$ cat config.mk
export PLATFORM = sky130hd
export DESIGN_NAME = instr_fetch_unit
export DESIGN_NICKNAME = d
export VERILOG_FILES = /design/src/rtl/cpu_defs_pkg.sv /design/src/rtl/pc_target_calc.sv /design/src/rtl/instr_fetch_unit.sv
export SDC_FILE = /design/constraint.sdc
export NUM_CORES = 1
export LEC_CHECK = 0
export CAP_MARGIN = 40
export CORE_AREA = 2 2 109 164
export CTS_CLUSTER_SIZE = 30
export DETAILED_ROUTE_END_ITERATION = 10
export DIE_AREA = 0 0 111 166
export PLACE_DENSITY = 0.77
export SLEW_MARGIN = 10
export SYNTH_ARGS = -nofsm -noshare
export SYNTH_HDL_FRONTEND = slang
export SYNTH_SLANG_ARGS = --single-unit
$ cat constraint.sdc
create_clock -name clk -period 4.9 [get_ports clk]
set_input_delay 0.98 -clock clk [delete_from_list [all_inputs] [get_ports clk]]
set_output_delay 0.98 -clock clk [all_outputs]
set_load 0.1 [all_outputs]
$ cat src/rtl/cpu_defs_pkg.sv
// Shared CPU definitions: opcode constants, fetch-stage state encoding
// and a small helper for recognising the NOOP word.
package cpu_defs_pkg;

  localparam logic [5:0] OP_NOP = 6'b000000;
  localparam logic [5:0] OP_J   = 6'b000001;
  localparam logic [5:0] OP_BNE = 6'b100001;
  localparam logic [5:0] OP_BLT = 6'b100010;
  localparam logic [5:0] OP_BLE = 6'b100011;

  typedef enum logic [1:0] {
    S_FETCH = 2'd0,
    S_HOLD  = 2'd1,
    S_HALT  = 2'd2
  } fetch_state_t;

  // A NOOP is the all-zero word: NOP opcode with every operand field clear.
  function automatic logic is_nop(input logic [31:0] instr);
    return (instr[31:26] == OP_NOP) && (instr[25:0] == 26'd0);
  endfunction

endpackage

$ cat src/rtl/pc_target_calc.sv
// Combinational next-PC selection for a retiring instruction.
// Redirect targets are relative to the instruction's own PC plus one;
// a jump takes priority over a taken branch.
module pc_target_calc
  import cpu_defs_pkg::*;
(
  input  logic [31:0] ir_pc,
  input  logic [15:0] br_off,
  input  logic [25:0] jmp_off,
  input  logic        br_taken,
  input  logic        jmp,
  input  logic [31:0] pc_out,
  output logic [31:0] next_pc
);

  logic [31:0] seq_pc;
  logic [31:0] br_target;
  logic [31:0] jmp_target;

  assign seq_pc     = ir_pc + 32'd1;
  assign br_target  = seq_pc + {{16{br_off[15]}}, br_off};
  assign jmp_target = seq_pc + {{6{jmp_off[25]}}, jmp_off};

  // Choose the redirect target, or keep the already-incremented PC.
  always_comb begin
    next_pc = pc_out;
    if (jmp) begin
      next_pc = jmp_target;
    end else if (br_taken) begin
      next_pc = br_target;
    end
  end

endmodule

$ cat src/rtl/instr_fetch_unit.sv
// Fetch stage of the multicycle CPU: owns the PC, latches the IMem word
// into the IR, redirects on jump/branch at retirement, halts on NOOP and
// counts retired instructions.
module instr_fetch_unit
  import cpu_defs_pkg::*;
#(
  parameter logic [31:0] RESET_PC    = 32'd0,
  parameter int          HALT_ON_NOP = 1,
  parameter int          CNT_W       = 32
) (
  input  logic             clk,
  input  logic             rst,
  input  logic             fetch_en,
  input  logic [31:0]      instr_in,
  input  logic             ir_done,
  input  logic             br_taken,
  input  logic [15:0]      br_off,
  input  logic             jmp,
  input  logic [25:0]      jmp_off,
  output logic [31:0]      pc_out,
  output logic [31:0]      ir_out,
  output logic [31:0]      ir_pc,
  output logic             ir_valid,
  output logic             halted,
  output logic [CNT_W-1:0] instr_count
);

  fetch_state_t state;
  fetch_state_t state_next;
  logic [31:0]  next_pc;
  logic         halt_fetch;

  assign halt_fetch = (HALT_ON_NOP != 0) && is_nop(instr_in);
  assign halted     = (state == S_HALT);

  pc_target_calc u_pc_target (
    .ir_pc    (ir_pc),
    .br_off   (br_off),
    .jmp_off  (jmp_off),
    .br_taken (br_taken),
    .jmp      (jmp),
    .pc_out   (pc_out),
    .next_pc  (next_pc)
  );

  // State register; reset returns to fetch from anywhere, even mid-instruction.
  always_ff @(posedge clk) begin
    if (rst) begin
      state <= S_FETCH;
    end else begin
      state <= state_next;
    end
  end

  // Next-state logic: fetch -> hold until retirement, or fetch -> halt on NOOP.
  always_comb begin
    state_next = state;
    case (state)
      S_FETCH: if (fetch_en) state_next = halt_fetch ? S_HALT : S_HOLD;
      S_HOLD:  if (ir_done)  state_next = S_FETCH;
      S_HALT:  state_next = S_HALT;
      default: state_next = S_FETCH;
    endcase
  end

  // PC, IR and retirement counter updates; everything freezes once halted.
  always_ff @(posedge clk) begin
    if (rst) begin
      pc_out      <= RESET_PC;
      ir_out      <= 32'd0;
      ir_pc       <= 32'd0;
      ir_valid    <= 1'b0;
      instr_count <= '0;
    end else begin
      case (state)
        S_FETCH: begin
          if (fetch_en) begin
            ir_out   <= instr_in;
            ir_pc    <= pc_out;
            ir_valid <= 1'b1;
            pc_out   <= pc_out + 32'd1;
          end
        end
        S_HOLD: begin
          if (ir_done) begin
            ir_valid    <= 1'b0;
            instr_count <= instr_count + CNT_W'(1);
            pc_out      <= next_pc;
          end
        end
        default: ;
      endcase
    end
  end

endmodule

# Word-level counts from Yosys, hierarchy flattened
# Index checks and enable logic that the tools add are counted.
# word_totals
out_inout_bits,130
latch_bits,0
memories,0
romBits,0
ramBits,0
ff_bits,131
wordCells,38
inputBits,80
# op_classes
shift,0
div,0
mul,0
n_reduce_logical,10
n_eq_ne,5
order_cmp,0
add_sub_neg,5
muxes,12
bitwise_logic,0
# ops
cell,count
two-way mux 32 bit,4
"adder 32 x 1 -> 32 bit, second input constant",3
adder 32 bit,2
one-hot mux 32 bit (2 select lines),1
zero test 26 bit,1
zero test 6 bit,1
two-way mux 2 bit,3
one-hot mux 2 bit (3 select lines),1
AND reduction 2 bit,3
"!= test 2 bit, second input constant",2
AND reduction 4 bit,1
"!= test 3 bit, second input constant",1
AND reduction 3 bit,1
"equality test 2 x 1 -> 1 bit, second input constant",1
"equality test 2 bit, second input constant",1
zero test 2 bit,1
two-way mux 1 bit,2
one-hot mux 1 bit (2 select lines),1
nonzero test 2 bit,1
logical AND 1 bit,1

# Depth between registers and ports, before layout
# logic_depth
ltp_word,6
mapped_depth,17
mapped_depth_nobuf,16

# By module
# A second synthesis with hierarchy kept.
# hier_totals
cells_unflattened,1382
area_unflattened_um2,10343.7
# by_module_without_submodules
module,seq_area_each_um2,n_inst,cells_per_inst,area_per_inst_um2
instr_fetch_unit,2622.5,1,762,5988.2
pc_target_calc,0.0,1,620,4355.4

# Worst setup path after synthesis
# No wires, ideal clock.
# synth_path
path_kind,reg-to-reg
from,reg ir_pc[2]
to,reg pc_out[29]
arrival_time_ns,4.152
path_stages_with_launch,18
required_ns,4.779
synth_period_minus_slack_ns,4.273
setup_slack_ns,0.627
setup_ns,0.121
n_path_buf,1
cell_sequence,dfxtp_1 and4_1 and2_1 nand3_1 nor2b_1 and3_1 nand4_1 xnor2_1 ha_1 buf_2 a21o_1 a21o_1 a21o_1 or3_1 a21oi_2 a211o_1 or4_1 nand3_1
# synth_between
elab_chain_len,6
word_cells_on_any_way,7
classes_between,add/sub (3); mux (4)
# synth_lines
item,line_no,text
start: declaration,instr_fetch_unit.sv:22,"output logic [31:0] ir_pc,"
start signal: assignment,instr_fetch_unit.sv:79,ir_pc <= pc_out;
adder 32 x 1 -> 32 bit *,pc_target_calc.sv:20,assign seq_pc = ir_pc + 32'd1;
adder 32 bit,pc_target_calc.sv:21,"assign br_target = seq_pc + {{16{br_off[15]}}, br_off};"
two-way mux 32 bit,pc_target_calc.sv:29,end else if (br_taken) begin
two-way mux 32 bit *,pc_target_calc.sv:27,if (jmp) begin
two-way mux 32 bit *,instr_fetch_unit.sv:85,if (ir_done) begin
one-hot mux 32 bit (2 select lines) *,instr_fetch_unit.sv:75,case (state)
end signal: assignment,instr_fetch_unit.sv:81,pc_out <= pc_out + 32'd1;
end signal: assignment,instr_fetch_unit.sv:88,pc_out <= next_pc;
end: declaration,instr_fetch_unit.sv:20,"output logic [31:0] pc_out,"
# Every way passes the cells marked *; elsewhere a longest branch is shown, timed or not. The select of a mux whose other input is x is not followed.
# A chain may end at the register's enable or synchronous reset.

# Final worst setup path
# layout_path
from,in jmp
to,reg pc_out[26]
# layout_between
elab_chain_len,3
word_cells_on_any_way,5
classes_between,eq/ne (1); mux (3); reduce/logical (1)
# layout_lines
item,line_no,text
start: declaration,instr_fetch_unit.sv:18,"input logic jmp,"
two-way mux 32 bit,pc_target_calc.sv:27,
two-way mux 32 bit,instr_fetch_unit.sv:85,
one-hot mux 32 bit (2 select lines),instr_fetch_unit.sv:75,
# Parallel ways exist; a longest one is shown, timed or not. The select of a mux whose other input is x is not followed.

==> metrics.md <==
| Metric | Value |
|---|---|
| Status | `complete, no violations` |
| H-Tree Depth | `4` |
| Area post-placement | `12820 µm²` |
| Async set-reset flop share out of synthesis | `0%` |
| Count leader, synth | `nand2_1` |
| Largest cells by area after synthesis | `dfxtp_1, nand2_1, a21oi_1` |
| Final HPWL DP | `23.66 mm` |
| WL/cell | `19.31 µm` |
| Worst IR Drop VDD | `0.0002099 V` |
| CTS clock-pin slew for the worst setup and hold paths | `60 ps` |
| Top-area cell type share of the netlist area | `31.50%` |
| Data required time at the worst endpoint | `5200 ps` |
| WS Path Type | `in2reg` |
| GP Congestion | `1.008` |
| Drt initial violations | `870` |
| Library cells used by synthesis | `69` |
| Initial Utilization | `48.82%` |
| RSZ-0062 raised after global routing | `false` |
| Final nets | `1536` |
| Clock sinks | `131` |
| Vias in the first global route | `10260` |
| Synth Register Bits | `131` |
| Most instantiated cells after synthesis | `nand2_1, a21oi_1, dfxtp_1` |
| CTS buffer count | `17` |
| Post-cts sizing count | `0` |
| YS warnings | `0` |
| N_diodes | `0` |
| Pleak | `5.287 nW` |
| Post-CTS Setup Inserts | `0` |
| Tcrit/Tclk final | `85.07%` |
| Worst Path Max Fanout | `18` |
| Mapped Cells | `1110` |
| Fin crit period | `4169 ps` |
| Area leader, netlist | `dfxtp_1` |
| Count of input and output buffers | `209` |
| Clock Path Buffers | `2` |
| Clock latency on the worst-skew pair | `420 ps` |
| Layout area overhead | `60.69%` |
| Setup Viol. Count Final | `0` |
| Fin area | `13380 µm²` |
| Drt first pass iters | `5` |
| Vias | `9839` |
| Crit path DAT | `4470 ps` |
| Overflow after GRT | `0` |
| Antenna violations before repair | `0` |
| Primary FF master, synth | `dfxtp_1` |
| Worst slew pin tran | `886.7 ps` |
| DRC Markers | `0` |
| Post-synth EDFFs | `0` |
| Synth Cell Area | `8324 µm²` |
| Largest net degree at the start of global routing | `80` |
| Final core occ | `78.44%` |
| Syn nets | `1229` |
| MaxCap Viol Count | `0` |
| I/O pin count | `210` |
| Slew HR | `40.89%` |
| Startpoint Class | `primary input` |
| Core ar. | `17050 µm²` |
| All-Layer GR Usage | `33.82%` |
| CP Capture Type | `register` |
| Ratio of cells with drive above 1 in the final layout | `14.69%` |
| Slew Limit Fails | `0` |
| Power Density | `251.7 nW/µm²` |
| DRT antenna net count | `0` |
| Setup Skew | `10.80 ps` |
| CTS tree | `built` |
| Die W | `111 µm` |
| Wirelength, routed | `31.73 mm` |
| Final hold violations | `0` |
| Die Y | `166 µm` |
| Worst slack, placed | `439.8 ps` |
| Cts hold-fix bufs | `0` |
| Fmax | `239.9 MHz` |
| DIE AREA | `18430 µm²` |
| Final worst slack | `731.3 ps` |
| Syn avg cell area | `7.499 µm²` |
| First-pass GRT wire length | `51.18 mm` |
| Total Neg Setup Slack | `0 ps` |
| Clk root buf | `clkbuf_16` |
| Worst hold path type | `reg2reg` |
| Total power | `3.367 mW` |
| Via density | `5.988` |
| Sequential fraction of the synthesis area | `31.50%` |
| Std cell rows | `59` |
worst max-delay path, cell delays in order:
cell	delay [ps]
clkdlybuf4s50_1	450
buf_4	260
mux2_2	380
ha_1	400
a21o_2	250
or3_1	350
o21ai_4	260
a21oi_2	140
a21oi_1	400
o21ai_0	210
xnor2_1	250
o21ai_0	120
report_power, final:
group	switching [mW]	internal, mW
Sequential	0.0565	1.11
Clock	0.548	0.678
Combinational	0.604	0.374
per-stage QoR:
step / cells / hold WS (ps)
after floorplan: 1110 / 526.8
after global placement: 1480 / 441.1
final: 1643 / 460.5
after CTS: 1643 / 459.5
after global routing: 1643 / 475.1
after detailed placement: 1611 / 447.5
cells by family (layout without fill, tap and decap cells):
logic type	count (synthesis)	in the layout	synth area share, %
simple gates	483	483	27.43
compound gates	287	287	20.89
flops	131	131	31.50
xor+xnor	83	83	8.733
buf+inv	72	392	3.472
fa+ha+maj	39	39	5.952
mux	15	15	2.014
final timing paths:
kind,startpoint,to,slack [ps],cells after the start
max,jmp,pc_out[26]$_SDFFE_PP0P_,730,12
min,ir_out[10]$_SDFFE_PP0P_,ir_out[10]$_SDFFE_PP0P_,460,2
max reg2reg,ir_pc[2]$_SDFFE_PP0P_,pc_out[29]$_SDFFE_PP0P_,750,16
min reg2reg,ir_out[10]$_SDFFE_PP0P_,ir_out[10]$_SDFFE_PP0P_,460,2
metal layers:
layer / part of all wire [%] / global-route usage, % / up-vias
met3: 7.4 / 7.445 / 154
met4: 5.6 / 19.57 / 0
li1: - / - / 4563
met1: 35 / 35.38 / 4578
met2: 52 / 61.64 / 544
met5: 0 / 0 / -
state kept, by name, summed over array words and instances (netlist names):
register     cells
instr_count     32
ir_out          32
ir_pc           32
pc_out          32
state            2
ir_valid         1
layout make-up:
cell class	count	area [µm²]
Fill cell	1055	3676
Inverter	11	41.29
Sequential cell	131	2623
Timing Repair Buffer	349	4467
Clock buffer	19	442.9
Tap cell	213	266.5
Clock inverter	13	112.6
Multi-Input combinational cell	907	5424
layout by cell type (no fill, tap or decap), drive strengths merged, types with 3 or more instances in the layout:
master	synthesis	layout
nand4	34	34
nor4	11	11
and3	18	18
clkdlybuf4s50	0	208
mux2	14	14
o21bai	4	4
xor2	44	44
xnor2	39	39
a21oi	148	148
ha	38	38
a211oi	15	15
and4	12	12
o22ai	5	5
a31oi	6	6
clkbuf	46	19
nand2b	7	7
o21a	6	6
buf	15	141
and2	6	6
or3	12	12
a2111oi	3	3
dfxtp	131	131
nand3	42	42
inv	11	20
nor2b	8	8
nand2	218	218
nor3	23	23
a311oi	3	3
a21o	20	20
nor2	86	86
o211ai	6	6
o21ai	48	48
a211o	7	7
Power figures use the tool's default switching activity.
